--- config.mk ---
export PLATFORM = sky130hd
export DESIGN_NAME = bin_to_bcd_seq
export DESIGN_NICKNAME = d
export VERILOG_FILES = /design/src/rtl/bcd_pkg.sv /design/src/rtl/bcd_digit_adj.sv /design/src/rtl/bin_to_bcd_seq.sv
export SDC_FILE = /design/constraint.sdc
export NUM_CORES = 1
export LEC_CHECK = 0
export CORE_AREA = 2 2 60 62
export DETAILED_ROUTE_END_ITERATION = 10
export DIE_AREA = 0 0 62 64
export PLACE_DENSITY = 0.86
export SYNTH_ARGS = -nofsm -noshare
export SYNTH_HDL_FRONTEND = slang
export SYNTH_SLANG_ARGS = --single-unit
--- constraint.sdc ---
create_clock -name clk -period 2.4 [get_ports clk]
set_input_delay 0.24 -clock clk [delete_from_list [all_inputs] [get_ports clk]]
set_output_delay 0.24 -clock clk [all_outputs]
set_load 0.05 [all_outputs]
--- src/rtl/bcd_pkg.sv ---
// Shared constants and types for the BCD conversion/arithmetic blocks.
package bcd_pkg;

  localparam int BCD_DIGIT_W    = 4;
  localparam int BCD_ADJ_THRESH = 5;
  localparam int BCD_ADJ_VAL    = 3;

  typedef enum logic [0:0] {
    IDLE  = 1'b0,
    SHIFT = 1'b1
  } state_t;

  // Constant function used at elaboration to size-check DIGITS against WIDTH.
  function automatic longint bcd_pow10(input int n);
    longint r;
    r = 1;
    for (int i = 0; i < n; i++) r = r * 10;
    return r;
  endfunction

endpackage

--- src/rtl/bcd_digit_adj.sv ---
// Double-dabble digit correction: a digit of 5..9 is bumped by 3 so the next
// left shift carries cleanly into the neighbouring decimal digit.
module bcd_digit_adj
  import bcd_pkg::*;
(
  input  logic [BCD_DIGIT_W-1:0] dig_i,
  output logic [BCD_DIGIT_W-1:0] dig_o
);

  always_comb begin
    dig_o = dig_i;
    if (dig_i >= BCD_DIGIT_W'(BCD_ADJ_THRESH)) dig_o = dig_i + BCD_DIGIT_W'(BCD_ADJ_VAL);
  end

endmodule

--- src/rtl/bin_to_bcd_seq.sv ---
// Sequential binary-to-BCD converter (shift-and-add-3), one input bit per clock,
// framed by a start/ready/busy/done handshake.
module bin_to_bcd_seq
  import bcd_pkg::*;
#(
  parameter int WIDTH  = 8,
  parameter int DIGITS = 3
) (
  input  logic                          clk,
  input  logic                          rst,
  input  logic                          start,
  input  logic [WIDTH-1:0]              bin,
  output logic                          ready,
  output logic                          busy,
  output logic                          done,
  output logic [BCD_DIGIT_W*DIGITS-1:0] bcd
);

  localparam int BCD_W  = BCD_DIGIT_W * DIGITS;
  localparam int WORK_W = BCD_W + WIDTH;
  localparam int CNT_W  = $clog2(WIDTH + 1);

  if (!(bcd_pow10(DIGITS) > ((longint'(1) << WIDTH) - 1))) begin : g_size_check
    $fatal(1, "bin_to_bcd_seq: DIGITS too small to hold 2^WIDTH-1");
  end

  state_t              state_q, state_d;
  logic [WORK_W-1:0]   work_q, work_d;
  logic [WORK_W-1:0]   work_adj, work_shl;
  logic [CNT_W-1:0]    cnt_q, cnt_d;
  logic [BCD_W-1:0]    bcd_q, bcd_d;
  logic                done_q, done_d;

  // Only the decimal digit fields above the binary bits get corrected.
  assign work_adj[WIDTH-1:0] = work_q[WIDTH-1:0];
  for (genvar g = 0; g < DIGITS; g++) begin : g_adj
    bcd_digit_adj u_adj (
      .dig_i (work_q  [WIDTH + g*BCD_DIGIT_W +: BCD_DIGIT_W]),
      .dig_o (work_adj[WIDTH + g*BCD_DIGIT_W +: BCD_DIGIT_W])
    );
  end

  assign work_shl = work_adj << 1;

  always_comb begin
    state_d = state_q;
    work_d  = work_q;
    cnt_d   = cnt_q;
    bcd_d   = bcd_q;
    done_d  = 1'b0;
    case (state_q)
      IDLE: begin
        if (start) begin
          work_d  = {{BCD_W{1'b0}}, bin};
          cnt_d   = CNT_W'(WIDTH);
          state_d = SHIFT;
        end
      end
      SHIFT: begin
        work_d = work_shl;
        cnt_d  = cnt_q - CNT_W'(1);
        if (cnt_q == CNT_W'(1)) begin
          bcd_d   = work_shl[WORK_W-1 -: BCD_W];
          done_d  = 1'b1;
          state_d = IDLE;
        end
      end
      default: state_d = IDLE;
    endcase
  end

  always_ff @(posedge clk or posedge rst) begin
    if (rst) begin
      state_q <= IDLE;
      work_q  <= '0;
      cnt_q   <= '0;
      bcd_q   <= '0;
      done_q  <= 1'b0;
    end else begin
      state_q <= state_d;
      work_q  <= work_d;
      cnt_q   <= cnt_d;
      bcd_q   <= bcd_d;
      done_q  <= done_d;
    end
  end

  assign busy  = (state_q == SHIFT);
  assign ready = ~busy;
  assign done  = done_q;
  assign bcd   = bcd_q;

endmodule

==> out/qor.yml, run 1 <==
status:
  outcome: "finished clean"
critical_path:
  worstPathRequired_ns: 2.16
  end_kind: "primary output"
  critical_path.top_delay_family: "buffers and inverters"
  slowest_delay_ns: 0.87
  cp-start-kind: "register"
  path_max_fanout: 10
  slowest_stage: "clkdlybuf4s50_1"
  crit_type: "register to primary output"
  r2r-start: "work_q[8]"
  path_buf_inv: 1
  crit_start: "busy"
  path_cells: "clkdlybuf4s50_1"
  arrival_ns: 1.76
global_routing:
  grt_pass1_vias: 1268
  grt_start_max_net_pins: 39
  antenna_found_initial: 0
  track_usage_pct: 18.9
  grt.overflow.total: 0
  grt_pass1_wl_mm: 5.53
place:
  io_buffer_count: 25
  dpl.cell_count: 244
  dpl.hpwl_mm: 2.23
  globalplace.congestion: 0.771
  placed_area_mm2: 0.00210
min_path:
  hp-class: "primary input to async pin"
timing:
  fmax_ghz: 0.501
  fin_skew_ns: 0.00526
  relSlewSlack_pct: 64.5
  worst_pin_slew_ns: 0.531
  final-hold-violation-count: 0
  whs_ns: 0.292
  post-route-period-util_pct: 83.2
  tns_ns: 0
  rsz0062_at_grt: "false"
  finalMaxSlewViolations: 0
  period_minus_slack_ns: 2.00
  setup_viol: 0
power:
  power_density_mw_per_mm2: 1460
  worst_ir_drop_vdd_mv: 0.536
  power.leakage_nw: 0.974
cts:
  clock_latency_ns: 0.34
  root_buffer: "clkbuf_4"
  post-cts-setup-buffer-count: 0
  cts.clk_slew.worst_paths_ns: 0.10
  cts_inserted_buffers: 5
  cts-htree-levels: 2
  cts_tree: "yes"
  cts_sinks: 38
  cts_buffer_depth: 2
  cts_resized: 0
  ctsHoldBuffers: 0
finish:
  multiInputGateArea_um2: 764
  stdcell_area_mm2: 0.00215
  fillCellCount: 267
  area_growth_pct: 19.5
  seq_area_um2: 951
  final_cell_mix: "dfrtp_1 (38), nand2_1 (30), clkdlybuf4s50_1 (25)"
  n_antenna_cell: 0
  drive_gt1_share_pct: 8.78
  layout_commonest_cell: "dfrtp_1"
  fin_nets: 224
  fin_cells: 251
floorplan:
  design.core.area_mm2: 0.00328
  die_h_um: 64
  die_w_um: 62
  rows: 21
  ios: 26
  die-area_mm2: 0.00397
  start_util_pct: 54.7
yosys:
  synth_area_leaders: "dfrtp_1 (53%), nand2_1 (6.3%), ha_1 (5.6%)"
  syn_avg_cell_area_um2: 10.2
  synth_top_area_share_pct: 52.9
  synth_seq_area_share_pct: 52.9
  synthCells: 176
  syn_nets: 195
  synth-seq-cells: 38
  synth_area_leader_cell: "dfrtp_1"
  yosys_warnings: 0
  syn_area_mm2: 0.00180
  synth_cell_type_count: 30
route:
  ant_nets: 0
  num_vias: 1315
  via_per_inst: 5.24
  wl_mm: 3.17
  first_pass_iters: 5
  routedWlPerCell_um: 12.6
  drc: 0
  drt-initial-drc-count: 96
job:
  cap_viol_max_count: 0
## metal layers
metal	up-vias	routed length, um	GRT usage, %
met3	9	145	6.28
li1	652	-	-
met1	620	1480	23.9
met5	-	0	0
met4	0	57	7.18
met2	34	1490	29.4
## flip-flops by register name, summed over array words and instances, names as in the netlist
register	cells
busy	1
cnt_q	4
bcd	12
done	1
work_q	20
## cells in the mapped netlist
master    instances
dfrtp_1          38
nor3_1            4
a21o_1            1
clkbuf_1          1
mux2_2            1
a21oi_4           1
a22o_1            2
a31oi_1           2
nand2b_2          1
nand3_2           1
mux2i_1          10
nand2b_1          2
nor2_1            8
ha_1              8
mux2_4            2
inv_2             2
a21oi_1           7
mux2_1            1
xnor2_1           5
nand3_1           1
a21oi_2           1
buf_2             5
o31ai_1           1
nor3b_1           3
buf_1             1
nand2_1          30
inv_1            11
o21ai_1           6
o22ai_1           9
o21ai_0          11
## through the flow
stage	setup slack [ns]	utilization [%]	power, mW
detailed placement	0.770	64.0	2.87
finish	0.402	65.4	3.14
CTS	0.384	65.4	3.17
floorplan	0.857	-	2.40
global route	0.318	65.4	3.41
global placement	0.774	64.0	2.80
## area by class of cell
cell class              count  area share [%]
repair buffers             29            13.1
well taps                  46            2.68
clock buffers               7            2.10
multi-input cells         118            35.6
flip-flops and latches     38            44.3
inverters                  13            2.27
## path summary, 6_finish.rpt
path | to | slack [ns] | depth (start not counted)
setup / recovery | busy | 0.40 | 1
hold / removal | work_q[4] | 0.29 | 3
setup reg to reg | work_q[10] | 0.73 | 6
hold reg to reg | bcd[9] | 0.49 | 2
max in group asynchronous | work_q[7] | 1.77 | 3
min in group clk | bcd[9] | 0.49 | 2
## report_power, final
group	total [mW]	switching, mW	leakage, nW	internal (mW)
Sequential	1.15	0.228	0.479	0.925
Clock	0.301	0.190	0.0254	0.110
Combinational	1.69	1.00	0.470	0.687
Total	3.14	1.42	0.974	1.72
## kinds of logic (layout without fill, tap and decap cells)
family	Yosys count	after routing	share of synthesized area (%)
AO/OA/AOI/OAI	41	41	13.7
XOR/XNOR	5	5	2.44
adder cells (fa/ha/maj)	8	8	5.57
buffers and inverters	20	49	4.53
flip-flops	38	38	52.9
multiplexers	14	14	8.50
AND/OR/NAND/NOR	50	50	12.3
No activity file was read; power rests on OpenSTA's default activity.
==> inputs of run 2 (changes only) <==
--- a/config.mk
+++ b/config.mk
@@ -5,10 +5,10 @@
 export SDC_FILE = /design/constraint.sdc
 export NUM_CORES = 1
 export LEC_CHECK = 0
-export CORE_AREA = 2 2 60 62
+export CORE_AREA = 2 2 65 67
 export DETAILED_ROUTE_END_ITERATION = 10
-export DIE_AREA = 0 0 62 64
-export PLACE_DENSITY = 0.86
+export DIE_AREA = 0 0 67 69
+export PLACE_DENSITY = 0.78
 export SYNTH_ARGS = -nofsm -noshare
 export SYNTH_HDL_FRONTEND = slang
 export SYNTH_SLANG_ARGS = --single-unit
==> constraint.sdc (replaced) <==
create_clock -name clk -period 1.8 [get_ports clk]
set_input_delay 0.18 -clock clk [delete_from_list [all_inputs] [get_ports clk]]
set_output_delay 0.18 -clock clk [all_outputs]
set_load 0.05 [all_outputs]
==> run 2 against run 1 <==
- critical path depth up 5
- design area up 4.0%
- largest power group unchanged
- register-to-register slack worse by 0.61 ns
- sequential share of layout area down 1.7 points
- routed wire length up 0.98%
- combinational power up 35%
- worst hold slack better by 0.0033 ns
- global-route usage down 2.6 points
==> out/qor.yml, run 2 (same netlist as run 1, synthesis figures left out) <==
place:
  io_buffer_count: 25  # unchanged
  dpl.hpwl_mm: 2.26  # +1.5%
  globalplace.congestion: 0.801  # +3.8%
  dpl_worst_slack_ns: 0.174  # -0.597 ns
timing:
  relSlewSlack_pct: 67.0  # +2.6 points
  worst_pin_slew_ns: 0.493  # -0.0381 ns
  setup_ws_ns: 0.118  # -0.284 ns
  tns_ns: 0  # unchanged
  post-route-period-util_pct: 93.4
  fin_skew_ns: 0.0110  # +0.00577 ns
  period_minus_slack_ns: 1.68
  fmax_ghz: 0.595
  finalMaxSlewViolations: 0  # unchanged
  setup_viol: 0  # unchanged
  rsz0062_at_grt: "false"
  final-hold-violation-count: 0  # unchanged
global_routing:
  grt_pass1_wl_mm: 5.73  # +3.6%
  grt_start_max_net_pins: 39  # unchanged
  grt.overflow.total: 0  # unchanged
  antenna_found_initial: 0  # unchanged
  track_usage_pct: 16.4  # -2.6 points
  grt_pass1_vias: 1300  # +2.5%
route:
  first_pass_iters: 4  # -1
  drc: 0  # unchanged
  drt-initial-drc-count: 57  # -41%
  ant_nets: 0  # unchanged
  routedWlPerCell_um: 12.4  # -2.1%
  wl_mm: 3.20  # +0.98%
  via_per_inst: 5.06  # -3.4%
  num_vias: 1311  # -0.30%
critical_path:
  path_cells: "inv_1 -> ha_1 -> nand2b_1 -> a21oi_1 -> mux2_1 -> o22ai_1"
  crit_type: "register to register"
  critical_path.top_delay_family: "compound AO/OA/AOI/OAI gates"
  path_buf_inv: 1  # unchanged
  slowest_stage: "dfrtp_1"
  path_max_fanout: 3  # -7
  worstPathRequired_ns: 2.02  # -0.14 ns
  arrival_ns: 1.90  # +0.14 ns
  cp-start-kind: "register"
  slowest_delay_ns: 0.40  # -0.47 ns
  end_kind: "register"
floorplan:
  design.core.area_mm2: 0.00391  # +19%
  die_w_um: 67  # +8.1%
  rows: 23  # +9.5%
  ios: 26  # unchanged
  start_util_pct: 45.9  # -8.8 points
  die-area_mm2: 0.00462  # +17%
  die_h_um: 69  # +7.8%
finish:
  largest_reg_flops: 20  # unchanged
  fillCellCount: 369  # +38%
  layout_commonest_cell: "dfrtp_1"
  final_cell_mix: "dfrtp_1 (38), nand2_1 (30), clkdlybuf4s50_1 (23)"
  fin_nets: 227  # +1.3%
  largest_register: "work_q"
  area_growth_pct: 24.2
  drive_gt1_share_pct: 12.4  # +3.7 points
  n_antenna_cell: 0  # unchanged
power:
  power_density_mw_per_mm2: 1980  # +35%
  worst_ir_drop_vdd_mv: 0.610  # +14%
  power.leakage_nw: 1.02  # +4.4%
cts:
  cts-htree-levels: 2  # unchanged
  cts_tree: "yes"
  cts.clk_slew.worst_paths_ns: 0.08  # -0.02 ns
  cts_sinks: 38  # unchanged
  root_buffer: "clkbuf_8"
  cts_inserted_buffers: 5  # unchanged
  cts_resized: 0  # unchanged
  post-cts-setup-buffer-count: 0  # unchanged
  cts_buffer_depth: 2  # unchanged
  clock_latency_ns: 0.30  # -0.04 ns
  ctsHoldBuffers: 0  # unchanged
status:
  outcome: "finished clean"
min_path:
  hp-class: "primary input to async pin"
job:
  cap_viol_max_count: 0  # unchanged
[run 2: routing by layer]
| metal | vias up | routed length [um] | GRT usage [%] |
|---|---|---|---|
| li1 | 662 | - | - |
| met1 | 607 | 1500 | 21.6 |
| met2 | 33 | 1470 | 24.6 |
| met3 | 9 | 153 | 5.22 |
| met4 | 0 | 76 | 6.58 |
| met5 | - | 0 | 0 |
[run 2: path summary, 6_finish.rpt]
kind,cells past startpoint,startpoint,slack [ns],end
max,6,work_q[8],0.12,work_q[10]
min,3,rst,0.29,work_q[5]
max reg2reg,6,work_q[8],0.12,work_q[10]
min reg2reg,2,bcd[7],0.48,bcd[7]
max in group asynchronous,3,rst,1.17,cnt_q[2]
min in group clk,2,bcd[7],0.48,bcd[7]
[run 2: area by class of cell]
cell class	instances	area, um2	share of cell area [%]
Inverter	13	48.8	2.19
Tap cell	50	62.6	2.80
Timing Repair Buffer	32	310	13.9
Clock buffer	6	82.6	3.70
Sequential cell	38	951	42.6
Clock inverter	2	12.5	0.561
Multi-Input combinational cell	118	764	34.2
[run 2: power by group]
part / leakage, nW / internal (mW) / switching (mW) / total, mW
clock network: 0.0472 / 0.308 / 0.304 / 0.612
logic: 0.491 / 0.947 / 1.33 / 2.28
registers: 0.479 / 1.24 / 0.303 / 1.54
total: 1.02 / 2.49 / 1.94 / 4.43
[run 2: worst register-to-register path, stage by stage, from the launching register on]
cell and delay (ns):
dfrtp_1 0.40, inv_1 0.13, ha_1 0.21, nand2b_1 0.08, a21oi_1 0.24, mux2_1 0.37
o22ai_1 0.17
[run 2: through the flow]
step	power, mW	hold WS (ns)	instance area [um2]	util (%)	instances
2_1_floorplan	3.20	0.336	1800	-	176
3_3_place_gp	3.78	0.465	2140	54.6	251
3_5_place_dp	3.85	0.466	2140	54.6	251
4_1_cts	4.48	0.309	2230	57.0	259
5_1_grt	4.79	0.364	2230	57.0	259
6_report	4.43	0.295	2230	57.0	259
